## src/rtl/alu_pkg.sv

```systemverilog
// Shared types for the ALU issue slice: request payload and issue FSM states.
package alu_pkg;

    localparam logic [5:0] ALU_FN_ADD = 6'd0;

    typedef struct packed {
        logic [31:0] op_1;
        logic [31:0] op_2;
        logic [5:0]  fn;
        logic [15:0] imm;
    } alu_req_t;

    typedef enum logic [1:0] {IDLE, ISSUE, RESP} alu_issue_state_t;

endpackage

```

## src/rtl/alu_req_fifo.sv

```systemverilog
// In-order request queue of {alu_req_t, tag}; DEPTH must be a power of two so pointers wrap naturally.
module alu_req_fifo
    import alu_pkg::*;
#(
    parameter int DEPTH = 4,
    parameter int TAG_W = 5
) (
    input  logic                     clk,
    input  logic                     reset,
    input  logic                     push,
    input  alu_req_t                 push_req,
    input  logic [TAG_W-1:0]         push_tag,
    input  logic                     pop,
    output alu_req_t                 pop_req,
    output logic [TAG_W-1:0]         pop_tag,
    output logic                     full,
    output logic                     empty,
    output logic [$clog2(DEPTH):0]   count
);
    localparam int AW = $clog2(DEPTH);

    alu_req_t         mem_req [DEPTH];
    logic [TAG_W-1:0] mem_tag [DEPTH];
    logic [AW-1:0]    wr_ptr, rd_ptr;
    logic             do_push, do_pop;

    assign full    = (count == (AW+1)'(DEPTH));
    assign empty   = (count == '0);
    assign do_push = push && !full;
    assign do_pop  = pop && !empty;
    assign pop_req = mem_req[rd_ptr];
    assign pop_tag = mem_tag[rd_ptr];

    always_ff @(posedge clk) begin
        if (do_push) begin
            mem_req[wr_ptr] <= push_req;
            mem_tag[wr_ptr] <= push_tag;
        end
    end

    always_ff @(posedge clk) begin
        if (reset) begin
            wr_ptr <= '0;
            rd_ptr <= '0;
            count  <= '0;
        end else begin
            if (do_push) wr_ptr <= wr_ptr + 1'b1;
            if (do_pop)  rd_ptr <= rd_ptr + 1'b1;
            case ({do_push, do_pop})
                2'b10:   count <= count + 1'b1;
                2'b01:   count <= count - 1'b1;
                default: count <= count;
            endcase
        end
    end

endmodule

```

## src/rtl/alu_issue.sv

```systemverilog
// Queues decoded ALU requests and runs them one at a time through the dowork/done exec handshake.
// Optional ALU_ISSUE_TIMEOUT_EN adds rsp_err and aborts an ISSUE that waits TIMEOUT+1 cycles.
module alu_issue
    import alu_pkg::*;
#(
    parameter int DEPTH   = 4,
    parameter int TAG_W   = 5,
    parameter int TIMEOUT = 15
) (
    input  logic             clk,
    input  logic             reset,
    input  logic             req_valid,
    output logic             req_ready,
    input  logic [31:0]      req_op_1,
    input  logic [31:0]      req_op_2,
    input  logic [5:0]       req_fn,
    input  logic [15:0]      req_imm,
    input  logic [TAG_W-1:0] req_tag,
    output logic             dowork,
    input  logic             done,
    output logic [31:0]      op_1,
    output logic [31:0]      op_2,
    output logic [5:0]       fn,
    output logic [15:0]      immediate,
    input  logic [31:0]      result,
    output logic             rsp_valid,
    input  logic             rsp_ready,
    output logic [31:0]      rsp_result,
    output logic [TAG_W-1:0] rsp_tag,
`ifdef ALU_ISSUE_TIMEOUT_EN
    output logic             rsp_err,
`endif
    output logic             busy
);
    alu_issue_state_t       state, state_d;
    alu_req_t               head_req;
    logic [TAG_W-1:0]       head_tag, cur_tag;
    logic                   fifo_full, fifo_empty;
    logic [$clog2(DEPTH):0] fifo_count;
    logic                   pop, load, capture, abort, rsp_clr;

    alu_req_fifo #(.DEPTH(DEPTH), .TAG_W(TAG_W)) u_fifo (
        .clk      (clk),
        .reset    (reset),
        .push     (req_valid && req_ready),
        .push_req ('{op_1: req_op_1, op_2: req_op_2, fn: req_fn, imm: req_imm}),
        .push_tag (req_tag),
        .pop      (pop),
        .pop_req  (head_req),
        .pop_tag  (head_tag),
        .full     (fifo_full),
        .empty    (fifo_empty),
        .count    (fifo_count)
    );

    // Registered count only: a pop this cycle never opens a slot for a push this cycle.
    assign req_ready = !fifo_full;
    assign busy      = (state != IDLE) || (fifo_count != '0);

`ifdef ALU_ISSUE_TIMEOUT_EN
    localparam int TW = $clog2(TIMEOUT + 1);
    logic [TW-1:0] tmo_cnt;
    logic          tmo_hit;
    assign tmo_hit = (tmo_cnt == TW'(TIMEOUT));
`else
    logic          tmo_hit;
    assign tmo_hit = 1'b0;
`endif

    always_ff @(posedge clk) begin
        if (reset) state <= IDLE;
        else       state <= state_d;
    end

    always_comb begin
        state_d = state;
        pop     = 1'b0;
        load    = 1'b0;
        capture = 1'b0;
        abort   = 1'b0;
        rsp_clr = 1'b0;
        case (state)
            IDLE: if (!fifo_empty) begin
                pop     = 1'b1;
                load    = 1'b1;
                state_d = ISSUE;
            end
            ISSUE: if (done) begin
                capture = 1'b1;
                state_d = RESP;
            end else if (tmo_hit) begin
                abort   = 1'b1;
                state_d = RESP;
            end
            RESP: if (rsp_ready) begin
                rsp_clr = 1'b1;
                if (!fifo_empty) begin
                    pop     = 1'b1;
                    load    = 1'b1;
                    state_d = ISSUE;
                end else begin
                    state_d = IDLE;
                end
            end
            default: state_d = IDLE;
        endcase
    end

    always_ff @(posedge clk) begin
        if (reset) begin
            dowork     <= 1'b0;
            op_1       <= '0;
            op_2       <= '0;
            fn         <= '0;
            immediate  <= '0;
            cur_tag    <= '0;
            rsp_valid  <= 1'b0;
            rsp_result <= '0;
            rsp_tag    <= '0;
        end else begin
            if (rsp_clr) rsp_valid <= 1'b0;
            if (load) begin
                op_1      <= head_req.op_1;
                op_2      <= head_req.op_2;
                fn        <= head_req.fn;
                immediate <= head_req.imm;
                cur_tag   <= head_tag;
                dowork    <= 1'b1;
            end
            // dowork drops on the done edge so the exec unit never reruns this request
            if (capture || abort) begin
                dowork     <= 1'b0;
                rsp_valid  <= 1'b1;
                rsp_result <= capture ? result : 32'h0;
                rsp_tag    <= cur_tag;
            end
        end
    end

`ifdef ALU_ISSUE_TIMEOUT_EN
    always_ff @(posedge clk) begin
        if (reset) begin
            tmo_cnt <= '0;
            rsp_err <= 1'b0;
        end else begin
            if (load)                tmo_cnt <= '0;
            else if (state == ISSUE) tmo_cnt <= tmo_cnt + 1'b1;
            if (rsp_clr || capture)  rsp_err <= 1'b0;
            if (abort)               rsp_err <= 1'b1;
        end
    end
`endif

endmodule

```

## config.mk

```make
export PLATFORM = sky130hd
export DESIGN_NAME = alu_issue
export DESIGN_NICKNAME = d
export VERILOG_FILES = /design/src/rtl/alu_pkg.sv /design/src/rtl/alu_req_fifo.sv /design/src/rtl/alu_issue.sv
export SDC_FILE = /design/constraint.sdc
export NUM_CORES = 1
export LEC_CHECK = 0
export ABC_AREA = 1
export CORE_UTILIZATION = 45
export DETAILED_ROUTE_END_ITERATION = 10
export PLACE_DENSITY = 0.69
export SYNTH_ARGS = -nofsm -noshare
export SYNTH_HDL_FRONTEND = slang
export SYNTH_SLANG_ARGS = --single-unit
```

## constraint.sdc

```tcl
create_clock -name clk -period 4.93 [get_ports clk]
set_clock_uncertainty 0.1 [all_clocks]
set_input_delay 0.7395 -clock clk [delete_from_list [all_inputs] [get_ports clk]]
set_output_delay 0.7395 -clock clk [all_outputs]
set_load 0.03 [all_outputs]
```

=== After elaboration in Yosys (flattened, before gate mapping) ===
Memory sizes are Yosys's and may differ from the RTL's. A register that Yosys moved wholly into a read port is not among the register bits.
Index checks and enable logic that the tools add are counted.

* Add/sub/neg operators: 4
* Multiply operators: 0
* Div/mod/pow operators: 0
* Magnitude comparators: 0
* Equality and inequality tests: 8
* Shift operators: 0
* Multiplexer cells: 17
* Bitwise logic cells: 0
* Reductions and logical operators: 14

{| class="wikitable"
|+ Operators by type and width
! kind !! number
|-
| $mux W1 || 11
|-
| $mux W2 || 3
|-
| $ne A2 B2 Y1 const B || 3
|-
| $pmux W2 S3 || 1
|-
| $pmux W3 S2 || 1
|-
| $reduce_bool A2 Y1 || 3
|-
| $add A2 B1 Y2 const B || 2
|-
| $eq A2 B1 Y1 const B || 2
|-
| $eq A2 B2 Y1 const B || 2
|-
| $add A3 B1 Y3 const B || 1
|-
| $eq A3 B3 Y1 const B || 1
|-
| $logic_and A1 B1 Y1 || 3
|-
| $logic_not A3 Y1 || 1
|-
| $reduce_and A3 Y1 || 1
|-
| $reduce_bool A3 Y1 || 1
|-
| $sub A3 B1 Y3 const B || 1
|-
| $logic_not A1 Y1 || 2
|-
| $logic_not A2 Y1 || 1
|-
| $pmux W1 S2 || 1
|-
| $reduce_or A2 Y1 || 1
|-
| $logic_or A1 B1 Y1 || 1
|}

* Flip-flop bits (word level): 48
* Bits in latches: 0
* Memory bits (writable): 364
* ROM bits: 0
* Bits of input ports: 128
* Output and inout bits: 127
* Word-level logic and storage cells: 53
* Memories kept: 2

{| class="wikitable"
|+ Memory list
! name !! depth !! bits a word !! rd ports !! clocked after Yosys merged registers in !! write ports !! line !! text
|-
| u_fifo.mem_req || 4 || 86 || 1 || 1 || 1 || alu_req_fifo.sv:22 || <nowiki>alu_req_t mem_req [DEPTH];</nowiki>
|-
| u_fifo.mem_tag || 4 || 5 || 1 || 1 || 1 || alu_req_fifo.sv:23 || <nowiki>logic [TAG_W-1:0] mem_tag [DEPTH];</nowiki>
|}

=== Longest topological paths before layout ===
* Depth after elaboration: 7
* Mapped depth: 14
* Mapped depth without buffers: 13

=== Modules after synthesis ===
Synthesis repeated with hierarchy kept, for this count alone.

* Cell total of the unflattened synthesis: 1808
* Area total of the unflattened synthesis: 19776.5 sq um

{| class="wikitable"
|+ Modules (own cells, without submodules)
! module !! times used !! cells an instance !! area an instance (sq um) !! seq. area each (sq um)
|-
| alu_req_fifo || 1 || 950 || 13977.2 || 11110.7
|-
| alu_issue || 1 || 858 || 5799.3 || 2642.5
|}

=== Least setup slack after synthesis ===
OpenSTA, ideal clock, no wires.

* Path kind: register to register
* Start: reg u_fifo.count[1]
* End: mem u_fifo.mem_req[0][0] (netlist bit), enable pin
* Library setup time: 0.542 ns
* Arrival: 4.761 ns
* Required time: 4.288 ns
* Setup slack: -0.473 ns
* Cell stages (with the launch flop): 5
* Path buffers: 0
* Clock period less this slack: 5.403 ns
* Cell sequence: dfxtp_1 > inv_1 > nand3_1 > nand2_1 > nor2_1

* Longest elaborated chain between the ends: 6

{| class="wikitable"
|+ Ends and longest elaborated chain
! what !! line !! text
|-
| start, declared || alu_req_fifo.sv:18 || <nowiki>output logic [$clog2(DEPTH):0] count</nowiki>
|-
| start signal, assigned || alu_req_fifo.sv:50 || <nowiki>2'b10: count <= count + 1'b1;</nowiki>
|-
| start signal, assigned || alu_req_fifo.sv:51 || <nowiki>2'b01: count <= count - 1'b1;</nowiki>
|-
| start signal, assigned || alu_req_fifo.sv:52 || <nowiki>default: count <= count;</nowiki>
|-
| $eq A3 B3 Y1 * || alu_req_fifo.sv:27 || <nowiki>assign full = (count == (AW+1)'(DEPTH));</nowiki>
|-
| $logic_not A1 Y1 * || alu_issue.sv:57 || <nowiki>assign req_ready = !fifo_full;</nowiki>
|-
| net req_ready || alu_issue.sv:13 || <nowiki>output logic req_ready,</nowiki>
|-
| $logic_and A1 B1 Y1 || alu_issue.sv:45 || <nowiki>.push (req_valid && req_ready),</nowiki>
|-
| $logic_and A1 B1 Y1 * || alu_req_fifo.sv:29 || <nowiki>assign do_push = push && !full;</nowiki>
|-
| $mux W1 * || alu_req_fifo.sv:35 || <nowiki>if (do_push) begin</nowiki>
|-
| $mux W1 (not written as such) * || alu_req_fifo.sv:36 || <nowiki>mem_req[wr_ptr] <= push_req;</nowiki>
|-
| end, declared || alu_req_fifo.sv:22 ||
|}

The timed path passes the listed nets; every way through them passes the cells marked *.

=== Worst setup path in the final report ===
* Start: reg u_fifo.count[1]
* End: out busy

* Longest elaborated chain between the ends: 2

{| class="wikitable"
|+ Ends and longest elaborated chain
! what !! line !! text
|-
| $reduce_bool A3 Y1 || alu_issue.sv:58 || <nowiki>assign busy = (state != IDLE) || (fifo_count != '0);</nowiki>
|-
| $logic_or A1 B1 Y1 || alu_issue.sv:58 ||
|-
| end, declared || alu_issue.sv:33 || <nowiki>output logic busy</nowiki>
|}

Every way passes these cells.

==> impl_metrics.json <==
{
  "avgViaCountPerCell": 4.667,
  "wl_um": 46740,
  "ir_worst_vdd_mv": 0.3459,
  "grt_remaining_overflow": 0,
  "clkTransAtPathRegs_ps": 60,
  "cts_resized": 0,
  "final.setup.worst_slack_ps": 1928,
  "grt_pass1_vias": 14050,
  "cp_max_fo": 4,
  "slew_violations": 0,
  "slowest_stage": "clkdlybuf4s50_1",
  "post-place-ws_ps": 1546,
  "syn_area_um2": 20870,
  "yosysSeqAreaShare_pct": 65.72,
  "nFillCells": 3916,
  "finalPower_mw": 13.97,
  "dr.pass1.iters": 5,
  "ys_async_sr_fraction_pct": 0,
  "placementRows": 78,
  "yosysTopAreaCell": "edfxtp_1",
  "clock_path_buffers": 3,
  "boundaryPins": 255,
  "fin_crit_ps": 3002,
  "dp.cells": 3019,
  "yosysUniqueCellTypes": 22,
  "syn_to_final_growth_pct": 22.11,
  "min_from": "rsp_result[30]",
  "final_core_util_pct": 55.91,
  "critPathRequiredTime_ps": 4090,
  "ys_top_cells_by_count": "nand2_1 (652), inv_1 (508), edfxtp_1 (364), nor2_1 (195), nand3_1 (191)",
  "rrSetupSlack_ps": 2350,
  "ys_seq_elements": 503,
  "crit_type": "flop to output port",
  "cts_max_level": 2,
  "finalHoldViolations": 0,
  "die_area_um2": 47240,
  "portBuffers": 254,
  "synth_ff_type": "edfxtp_1",
  "setup_viol": 0,
  "die_y_um": 217.3,
  "holdWs_ps": 344.6,
  "synth_most_common_cell": "nand2_1",
  "hpwlAfterDp_um": 28010,
  "numClockSinks": 503,
  "synth.avg_cell_area_um2": 9.283,
  "clock_latency_ps": 590,
  "leakage_nw": 11.37,
  "die_x_um": 217.3,
  "holdBufCountCts": 0,
  "cp.arrival_ps": 2160,
  "rr_endpoint": "u_fifo.mem_req[1][73]",
  "holdPathStages": 2,
  "slowest_delay_ps": 690,
  "synthesis.nets": 2382,
  "postRouteAntennaNets": 0,
  "rsz0062_at_grt": "false",
  "syn_inst": 2248,
  "fin_crit_sh_pct": 60.89,
  "crit_path_end_kind": "output port",
  "wire_per_inst_um": 15.00,
  "tightest_slew_ps": 1061,
  "hold_class": "flop to flop",
  "antenna_found_initial": 1,
  "cts_buffers": 51,
  "cp-start-kind": "flop",
  "crit_chain": "inv_1 -> nand3_2 -> nor2_1 -> nand2_1 -> clkdlybuf4s50_1",
  "synth_warnings": 0,
  "fmax_ghz": 0.3331,
  "fin_nets": 2606,
  "grt_pass1_wl_um": 73390,
  "drt_iter0_drc": 834,
  "post_cts_buffers": 0,
  "start_util_pct": 45.79,
  "synth.top_cells.by_area": "edfxtp_1 (52%), dfxtp_1 (13%), nand2_1 (12%)",
  "gp_congestion": 0.7514,
  "core_area_um2": 45580,
  "root_buffer": "clkbuf_16",
  "slew_headroom_pct": 29.26,
  "worstReg2RegStart": "u_fifo.count[1]",
  "hold_end": "rsp_result[30]",
  "synth.top_cell.area_share_pct": 52.38,
  "final_cell_count_no_fill": 3115,
  "drv_cap": 0,
  "power_density_nw_per_um2": 548.3,
  "synth-edff-count": 364,
  "drive_gt1_share_pct": 4.296,
  "status": "finished, final reports clean",
  "grt_max_degree": 111,
  "r2r_cells": 5,
  "cts_tree": "done",
  "num_vias": 14540,
  "grt.total_usage_pct": 19.81,
  "drc_errors": 0
}
cells by family after synthesis:
group / Yosys count / synth area share, %
and+or+nand+nor: 1041 / 19.92
AOI/OAI and AO/OA: 84 / 2.033
DFF: 503 / 65.72
adders and majority gates: 6 / 0.3957
buffers and inverters: 614 / 11.94
routing by layer:
| layer | wire, um | part of all wire, % | GRT usage (%) |
|---|---|---|---|
| met2 | 22930 | 49 | 34.58 |
| met4 | 956 | 2.0 | 6.432 |
| met1 | 20140 | 43 | 24.68 |
| met5 | 0 | 0 | 0 |
| met3 | 2702 | 5.8 | 3.704 |
registers in the layout, summed over array words and instances (netlist names), 2 cells and up:
name	flops
op_1	32
u_fifo.count	3
op_2	32
u_fifo.rd_ptr	2
u_fifo.mem_tag	20
immediate	16
fn	6
u_fifo.mem_req	344
rsp_result	32
rsp_tag	5
u_fifo.wr_ptr	2
cur_tag	5
state	2
metrics by stage:
| step | instance area (um^2) | setup TNS, ps |
|---|---|---|
| 4_1_cts | 25480 | 0 |
| 3_5_place_dp | 23820 | 0 |
| 3_3_place_gp | 23820 | 0 |
| 2_1_floorplan | 20870 | -172130 |
| 6_report | 25480 | 0 |
| 5_1_grt | 25480 | 0 |
cells in the final DEF (no fill, tap or decap), types with 3 or more instances in the layout:
cell type | synthesis | final
buf_4 | 14 | 19
inv_1 | 508 | 507
clkdlybuf4s50_1 | 0 | 254
nand3_1 | 191 | 190
clkbuf_8 | 0 | 4
dfxtp_1 | 139 | 137
clkbuf_1 | 21 | 18
edfxtp_1 | 364 | 364
clkinv_1 | 1 | 3
bufinv_16 | 0 | 4
nand2_1 | 652 | 652
o21ai_0 | 36 | 36
a21oi_1 | 44 | 44
ha_1 | 5 | 5
clkbuf_16 | 0 | 53
nor2_1 | 195 | 191
clkinv_2 | 0 | 10
nor2_4 | 0 | 4
o21ai_1 | 3 | 3
where the power goes:
group	internal, mW	switching [mW]	leakage [nW]
logic	1.55	3.12	6.07
clock network	2.25	1.56	0.815
registers	5.19	0.308	4.49
worst max-delay path, delay by kind of cell, from the launching register on:
| family | cells | cell delay [ps] |
|---|---|---|
| buffers and inverters | 2 | 810 |
| DFF | 1 | 310 |
| and+or+nand+nor | 3 | 460 |
how the worst max path moves through the flow:
| stage | start | end | depth (start not counted) |
|---|---|---|---|
| after floorplan | u_fifo.count[1] | u_fifo.mem_req[0][0] | 4 |
| after global placement | rsp_ready | u_fifo.count[2] | 14 |
| after detailed placement | rsp_ready | u_fifo.count[2] | 14 |
| after CTS | u_fifo.count[1] | busy | 5 |
| after global routing | u_fifo.count[1] | busy | 5 |
| final | u_fifo.count[1] | busy | 5 |
layout make-up:
| type | instances | area, um^2 | area share, % |
|---|---|---|---|
| well taps | 600 | 750.7 | 2.946 |
| clock inverters | 20 | 214.0 | 0.8396 |
| inverters | 511 | 1928 | 7.567 |
| clock buffers | 75 | 1449 | 5.686 |
| multi-input cells | 1131 | 4712 | 18.49 |
| diodes | 1 | 2.502 | 0.009820 |
| flip-flops and latches | 503 | 13720 | 53.84 |
| repair buffers | 274 | 2705 | 10.62 |
(Power assumes the default switching activity.)
